## config.mk

```make
export PLATFORM = sky130hd
export DESIGN_NAME = rv32_fetch_unit
export DESIGN_NICKNAME = d
export VERILOG_FILES = /design/src/rtl/rv32_pkg.sv /design/src/rtl/rv32_fetch_fifo.sv /design/src/rtl/rv32_fetch_unit.sv
export SDC_FILE = /design/constraint.sdc
export NUM_CORES = 1
export LEC_CHECK = 0
export ABC_CLOCK_PERIOD_IN_PS = 6000
export CORE_UTILIZATION = 30
export DETAILED_ROUTE_END_ITERATION = 16
export MAX_ROUTING_LAYER = met4
export SETUP_SLACK_MARGIN = 0.1
export SYNTH_ARGS = -nofsm -noshare
export SYNTH_HDL_FRONTEND = slang
export SYNTH_SLANG_ARGS = --single-unit
export TNS_END_PERCENT = 20
```

## constraint.sdc

```tcl
create_clock -name clk -period 6 [get_ports clk]
set_input_delay 1.8 -clock clk [delete_from_list [all_inputs] [get_ports clk]]
set_output_delay 1.8 -clock clk [all_outputs]
set_load 0.01 [all_outputs]
```

## src/rtl/rv32_pkg.sv

```systemverilog
// -----------------------------------------------------------------------------
// rv32_pkg
// Definitions shared by the RV32 instruction fetch slice.
//   NOP_INSN          canonical RV32 NOP (addi x0,x0,0), shown on if_ir when
//                     nothing valid is presented
//   DEFAULT_RESET_PC  default first fetch address after reset
//   CNT_W             width of the occupancy / in-flight counters (holds 0..8)
//   fetch_state_t     fetch FSM encoding: BOOT, RUN, FLUSH
//   fetch_entry_t     one instruction buffer entry: {ir, pc}
//   word_align()      clears the byte-offset bits of an address
// -----------------------------------------------------------------------------
package rv32_pkg;

    localparam logic [31:0] NOP_INSN         = 32'h0000_0013;
    localparam logic [31:0] DEFAULT_RESET_PC = 32'h0000_0000;
    localparam int          CNT_W            = 4;

    typedef enum logic [1:0] {
        BOOT  = 2'd0,
        RUN   = 2'd1,
        FLUSH = 2'd2
    } fetch_state_t;

    typedef struct packed {
        logic [31:0] ir;
        logic [31:0] pc;
    } fetch_entry_t;

    function automatic logic [31:0] word_align(input logic [31:0] addr);
        return addr & 32'hFFFF_FFFC;
    endfunction

endpackage

```

## src/rtl/rv32_fetch_fifo.sv

```systemverilog
// -----------------------------------------------------------------------------
// rv32_fetch_fifo
// Synchronous instruction buffer of DEPTH entries, each holding {ir, pc}.
// Ports:
//   clk, rst          clock, asynchronous active-high reset
//   push, push_ir/pc  write one entry (ignored when full or flushing)
//   pop               drop the head entry (ignored when empty)
//   flush             empty the buffer; wins over push and pop
//   full, empty       status flags
//   count             number of valid entries
//   head_ir, head_pc  head entry; NOP / 0 while the buffer is empty
// -----------------------------------------------------------------------------
module rv32_fetch_fifo
    import rv32_pkg::*;
#(
    parameter int DEPTH = 2
) (
    input  logic             clk,
    input  logic             rst,
    input  logic             push,
    input  logic [31:0]      push_ir,
    input  logic [31:0]      push_pc,
    input  logic             pop,
    input  logic             flush,
    output logic             full,
    output logic             empty,
    output logic [CNT_W-1:0] count,
    output logic [31:0]      head_ir,
    output logic [31:0]      head_pc
);

    localparam int               PTR_W   = (DEPTH > 1) ? $clog2(DEPTH) : 1;
    localparam logic [PTR_W-1:0] LAST    = PTR_W'(DEPTH - 1);
    localparam logic [CNT_W-1:0] DEPTH_C = CNT_W'(DEPTH);

    fetch_entry_t     mem [DEPTH];
    logic [PTR_W-1:0] wr_ptr;
    logic [PTR_W-1:0] rd_ptr;
    logic             do_push;
    logic             do_pop;

    // Pointers wrap explicitly so depths that are not a power of two work.
    function automatic logic [PTR_W-1:0] ptr_inc(input logic [PTR_W-1:0] p);
        return (p == LAST) ? '0 : p + PTR_W'(1);
    endfunction

    assign full    = (count == DEPTH_C);
    assign empty   = (count == '0);
    assign do_push = push && !full && !flush;
    assign do_pop  = pop && !empty;

    // An empty buffer presents a NOP at PC 0 so decode never sees stale data.
    assign head_ir = empty ? NOP_INSN : mem[rd_ptr].ir;
    assign head_pc = empty ? '0       : mem[rd_ptr].pc;

    // Storage has no reset; only the pointers and count define validity.
    always_ff @(posedge clk) begin
        if (do_push) begin
            mem[wr_ptr] <= {push_ir, push_pc};
        end
    end

    // Pointer and occupancy bookkeeping; flush discards everything at once.
    always_ff @(posedge clk or posedge rst) begin
        if (rst) begin
            wr_ptr <= '0;
            rd_ptr <= '0;
            count  <= '0;
        end else if (flush) begin
            wr_ptr <= '0;
            rd_ptr <= '0;
            count  <= '0;
        end else begin
            if (do_push) begin
                wr_ptr <= ptr_inc(wr_ptr);
            end
            if (do_pop) begin
                rd_ptr <= ptr_inc(rd_ptr);
            end
            count <= count + CNT_W'(do_push) - CNT_W'(do_pop);
        end
    end

endmodule

```

## src/rtl/rv32_fetch_unit.sv

```systemverilog
// -----------------------------------------------------------------------------
// rv32_fetch_unit
// RV32 instruction fetch: issues word-aligned requests to instruction memory
// under a credit limit, buffers in-order responses with their PCs, presents
// them to decode, and handles branch/jump redirects by discarding stale data.
// Parameters: RESET_PC (first fetch address), BUF_DEPTH (2..8).
// Ports:
//   clk, rst                         clock, asynchronous active-high reset
//   imem_req_valid/ready, imem_addr  fetch request channel
//   imem_rsp_valid, imem_rsp_data    in-order response (no back-pressure)
//   redirect_valid, redirect_pc      redirect from downstream
//   if_valid/ready, if_ir, if_pc     instruction presented to decode
//   perf_redirects                   redirect counter, present only when
//                                    RV32_FETCH_PERF_EN is defined
// -----------------------------------------------------------------------------
module rv32_fetch_unit
    import rv32_pkg::*;
#(
    parameter logic [31:0] RESET_PC  = DEFAULT_RESET_PC,
    parameter int          BUF_DEPTH = 2
) (
    input  logic        clk,
    input  logic        rst,
    output logic        imem_req_valid,
    input  logic        imem_req_ready,
    output logic [31:0] imem_addr,
    input  logic        imem_rsp_valid,
    input  logic [31:0] imem_rsp_data,
    input  logic        redirect_valid,
    input  logic [31:0] redirect_pc,
    output logic        if_valid,
    input  logic        if_ready,
    output logic [31:0] if_ir,
    output logic [31:0] if_pc
`ifdef RV32_FETCH_PERF_EN
    ,
    output logic [31:0] perf_redirects
`endif
);

    localparam logic [CNT_W:0] DEPTH_W = (CNT_W + 1)'(BUF_DEPTH);

    fetch_state_t     state;
    logic [31:0]      pc;
    logic [CNT_W-1:0] live_cnt;
    logic [CNT_W-1:0] stale_cnt;
    logic [CNT_W-1:0] buf_cnt;
    logic [CNT_W-1:0] in_flight;
    logic [CNT_W-1:0] in_flight_next;
    logic [CNT_W-1:0] stale_next;
    logic [CNT_W:0]   occupancy;
    logic             accept;
    logic             rsp_ok;
    logic             rsp_live;
    logic             rsp_stale;
    logic             push;
    logic             pop;
    logic             buf_full;
    logic             buf_empty;
    logic [31:0]      rsp_pc;

    rv32_fetch_fifo #(
        .DEPTH (BUF_DEPTH)
    ) u_fifo (
        .clk     (clk),
        .rst     (rst),
        .push    (push),
        .push_ir (imem_rsp_data),
        .push_pc (rsp_pc),
        .pop     (pop),
        .flush   (redirect_valid),
        .full    (buf_full),
        .empty   (buf_empty),
        .count   (buf_cnt),
        .head_ir (if_ir),
        .head_pc (if_pc)
    );

    assign if_valid  = !buf_empty;
    assign imem_addr = pc;

    // Credit check and response classification. Responses return in order,
    // so while any stale request is outstanding the next response must be
    // stale. Live requests since the last redirect were issued back to back,
    // so the oldest one's address is pc minus four per live request.
    always_comb begin
        in_flight      = live_cnt + stale_cnt;
        occupancy      = {1'b0, buf_cnt} + {1'b0, in_flight};
        imem_req_valid = (state == RUN) && (occupancy < DEPTH_W);
        accept         = imem_req_valid && imem_req_ready;
        rsp_ok         = imem_rsp_valid && (in_flight != '0);
        rsp_stale      = rsp_ok && (stale_cnt != '0);
        rsp_live       = rsp_ok && (stale_cnt == '0);
        push           = rsp_live && !redirect_valid && !buf_full;
        pop            = if_valid && if_ready;
        rsp_pc         = pc - 32'({live_cnt, 2'b00});
        in_flight_next = in_flight + CNT_W'(accept) - CNT_W'(rsp_ok);
        stale_next     = stale_cnt - CNT_W'(rsp_stale);
    end

    // Fetch FSM with the pc and request counters. A redirect turns every
    // outstanding request (including one accepted this cycle) stale, and
    // FLUSH holds off new requests until all of them have returned.
    always_ff @(posedge clk or posedge rst) begin
        if (rst) begin
            state     <= BOOT;
            pc        <= RESET_PC;
            live_cnt  <= '0;
            stale_cnt <= '0;
        end else if (redirect_valid) begin
            pc        <= word_align(redirect_pc);
            live_cnt  <= '0;
            stale_cnt <= in_flight_next;
            state     <= (in_flight_next != '0) ? FLUSH : RUN;
        end else begin
            if (accept) begin
                pc <= pc + 32'd4;
            end
            live_cnt  <= live_cnt + CNT_W'(accept) - CNT_W'(rsp_live);
            stale_cnt <= stale_next;
            case (state)
                BOOT:    state <= RUN;
                RUN:     state <= RUN;
                FLUSH:   state <= (stale_next == '0) ? RUN : FLUSH;
                default: state <= BOOT;
            endcase
        end
    end

`ifdef RV32_FETCH_PERF_EN
    // Saturating count of redirect cycles.
    always_ff @(posedge clk or posedge rst) begin
        if (rst) begin
            perf_redirects <= '0;
        end else if (redirect_valid && (perf_redirects != 32'hFFFF_FFFF)) begin
            perf_redirects <= perf_redirects + 32'd1;
        end
    end
`endif

endmodule

```

==> metrics.md <==
| Metric | Value |
|---|---|
| Power share of the clock group | `between 20% and 30%` |
| Routed via count | `approximately 6k` |
| Via density | `4.69` |
| Syn_area_per_cell | `between 10 and 15 sq um` |
| Storage cell area | `approximately 0.0049 sq mm` |
| Dpl hpwl | `around 15000 um` |
| Starting density of the core | `30.6%` |
| Unique masters post-synth | `between 50 and 60` |
| Cts bufs inserted | `17` |
| Setup Skew | `between 0.01 and 0.015 ns` |
| Die Span Y | `approximately 170 um` |
| # hold bufs at CTS | `0` |
| Fin Setup TNS | `0 ns` |
| Cts repair resizes | `0` |
| First-pass GRT wire length | `roughly 33000 um` |
| Number of max-cap violations | `0` |
| FFs w/ async S/R, synth | `between 20 and 30%` |
| CTS clk-pin slew, worst paths | `0.07 ns` |
| Post-Place Cells | `about 1.2k` |
| Final period util | `85.1%` |
| Synth Instances | `~730` |
| Part of the power in combinational logic | `around 44%` |
| CP Launch Type | `flip-flop` |
| Layout cells sized above 1 | `about 6.5%` |
| Switching power | `~1700 uW` |
| Final instance area | `0.0112 sq mm` |
| Area of the multi-input gates | `between 0.003 and 0.004 sq mm` |
| Post-synth top cells | `edfxtp_1 (124), nor2_1 (90), mux2i_1 (64)` |
| Overall power | `roughly 4700 uW` |
| WL final | `~22000 um` |
| Post-CTS Setup Bufs | `0` |
| Clock root buffer | `clkbuf_16` |
| Area share of the largest cell type after synthesis | `about 44%` |
| Port bufs | `approximately 160` |
| Gr ovfl total | `0` |
| Clk sinks | `170` |
| Status | `finished clean` |
| Setup violators final | `0` |
| DR iter-0 viols | `299` |
| CP Max Fanout | `5` |
| CP endpoint kind | `output port` |
| Crit path time final | `between 5 and 6 ns` |
| Worst rel slew slack | `about half` |
| Chip width | `approximately 170 um` |
| Worst-Margin Slew | `0.723 ns` |
| Final ANT Viol Nets | `0` |
| Max clock buf depth | `2` |
| RePlAce Congestion | `slightly above 0.8` |
| Seq/Total Area, Yosys | `a little under three fifths` |
| Max Slew Vio Count | `0` |
| Lkg Pwr | `between 0.004 and 0.005 uW` |
| Worst-Skew Late Latency | `roughly 0.42 ns` |
| Die ar. | `between 0.02 and 0.03 sq mm` |
| Int Pwr | `approximately 3000 uW` |
| Data required, critical path | `between 4 and 5 ns` |
| Sequential power share | `about a third` |
| Area after DPL | `around 0.011 sq mm` |
| Nets@finish | `981` |
| Post-Syn Area | `0.00855 sq mm` |
| EDFF count, synth | `about 120` |
| Ys flop type | `edfxtp_1` |
| Residual DRC | `0` |
| Core box area | `between 0.02 and 0.03 sq mm` |
| Layout fillers | `approximately 2.8k` |
| Final Hold Vio Count | `0` |
| Hold Crit Class | `reg2reg` |
| Min Hold Slack | `between 0.5 and 0.6 ns` |
| Number of global-route vias before repair | `5927` |
| RSZ-0062 raised after global routing | `no` |
| I/O pins | `168` |
| # H-tree levels | `4` |
| Top-count cell post-synth | `edfxtp_1` |
| DR WL/cell | `between 15 and 20 um` |
| Critical Path AT | `3.31 ns` |
| Overall Global Routing Usage | `roughly 15%` |
| Net Sw Frac | `between 30% and 40%` |
| Peak VDD IR | `about 0.18 mV` |
| Row cnt | `61` |
| Top post-synthesis cells by area | `edfxtp_1 (44%), dfrtp_1 (13%), mux2i_1 (7.5%)` |
| Layout Cells excl Fill | `approximately 1.3k` |
| Peak Freq | `0.196 GHz` |
| Crit Path Category | `reg2out` |
| Warnings from Yosys | `0` |
| Biggest area consumer among synthesized cells | `edfxtp_1` |
| Largest net degree at the start of global routing | `47` |
| Layout area overhead | `30.6%` |
| Power Density | `422 mW/mm^2` |
| Initial antenna violation count | `2` |
| Yosys reg bits | `between 150 and 200` |
| Drt pass-1 iters | `4` |
| CTS tree | `built` |
[cell type report]
cell class                 count  area share, %
antenna                        3         0.0673
clock inverter                15           1.64
clock buffer                  17           3.81
inverter                      34           1.14
multi-input combinational    484           30.2
timing repair buffer         171           15.2
tap                          378           4.24
sequential                   170           43.7
[state kept, by name, summed over array words and instances, names as in the netlist]
register,cells
u_fifo.mem,124
imem_addr,30
live_cnt,4
stale_cnt,4
u_fifo.count,4
state,2
u_fifo.rd_ptr,1
u_fifo.wr_ptr,1
[layer usage]
metal	track usage, %	routed length, um	vias up
met4	3.68	117	0
met1	19.0	9460	2924
met3	4.00	1220	8
li1	-	-	2923
met5	-	0	-
met2	25.2	10900	116
[layout by cell type, fill, tap and decap left out, types with 20 or more instances in the layout]
| cell type | n |
|---|---|
| clkdlybuf4s50_1 | 160 |
| dfrtp_1 | 45 |
| edfxtp_1 | 124 |
| ha_1 | 27 |
| inv_1 | 32 |
| mux2i_1 | 64 |
| nand2_1 | 43 |
| nand3_1 | 22 |
| nor2_1 | 90 |
| o21ai_0 | 28 |
| xnor2_1 | 31 |
| xor2_1 | 20 |
[power by group through the flow]
stage / logic, uW / registers, uW / clock network (uW)
2_1_floorplan: 1270 / 1490 / 0
3_3_place_gp: 2070 / 1570 / 0
3_5_place_dp: 2080 / 1570 / 0
4_1_cts: 2090 / 1550 / 1140
5_1_grt: 2290 / 1560 / 1190
6_report: 2050 / 1550 / 1110
[path summary, 6_finish.rpt]
path,start,endpoint,slack [ns],cells after the start
setup / recovery,live_cnt[1]$_DFF_PP0_,imem_req_valid,0.89,9
hold / removal,state[0]$_DFF_PP0_,state[1]$_DFF_PP0_,0.51,1
setup reg to reg,live_cnt[1]$_DFF_PP0_,state[1]$_DFF_PP0_,1.81,17
hold reg to reg,state[0]$_DFF_PP0_,state[1]$_DFF_PP0_,0.51,1
max in group asynchronous,rst,u_fifo.rd_ptr$_DFFE_PP0P_,3.63,3
min in group asynchronous,rst,u_fifo.wr_ptr$_DFFE_PP0P_,1.88,3
[cells by family (layout without fill, tap and decap cells)]
group           count (synthesis)  in the layout  share of synthesized area (%)
simple gates                  264            264                           16.1
flops                         170            170                           57.0
buf+inv                        77            237                           3.81
compound gates                 67             67                           4.79
mux                            65             65                           7.63
xor+xnor                       51             51                           5.23
fa+ha+maj                      33             33                           5.36
other cells                     1              7                         0.0439
[critical path: stages (launching register included)]
cell,delay (ns)
dfrtp_1,0.46
ha_1,0.32
a21o_1,0.18
a21oi_1,0.17
xor2_1,0.21
ha_1,0.29
nor4b_4,0.37
nand3_1,0.12
nor2_1,0.19
clkdlybuf4s50_1,0.57
[stage by stage]
stage,setup slack (ns),utilization (%)
2_1_floorplan,0.680,-
3_3_place_gp,1.31,37.8
3_5_place_dp,1.31,37.8
4_1_cts,0.811,39.9
5_1_grt,0.689,39.9
6_report,0.892,40.0
(Power assumes the default switching activity.)
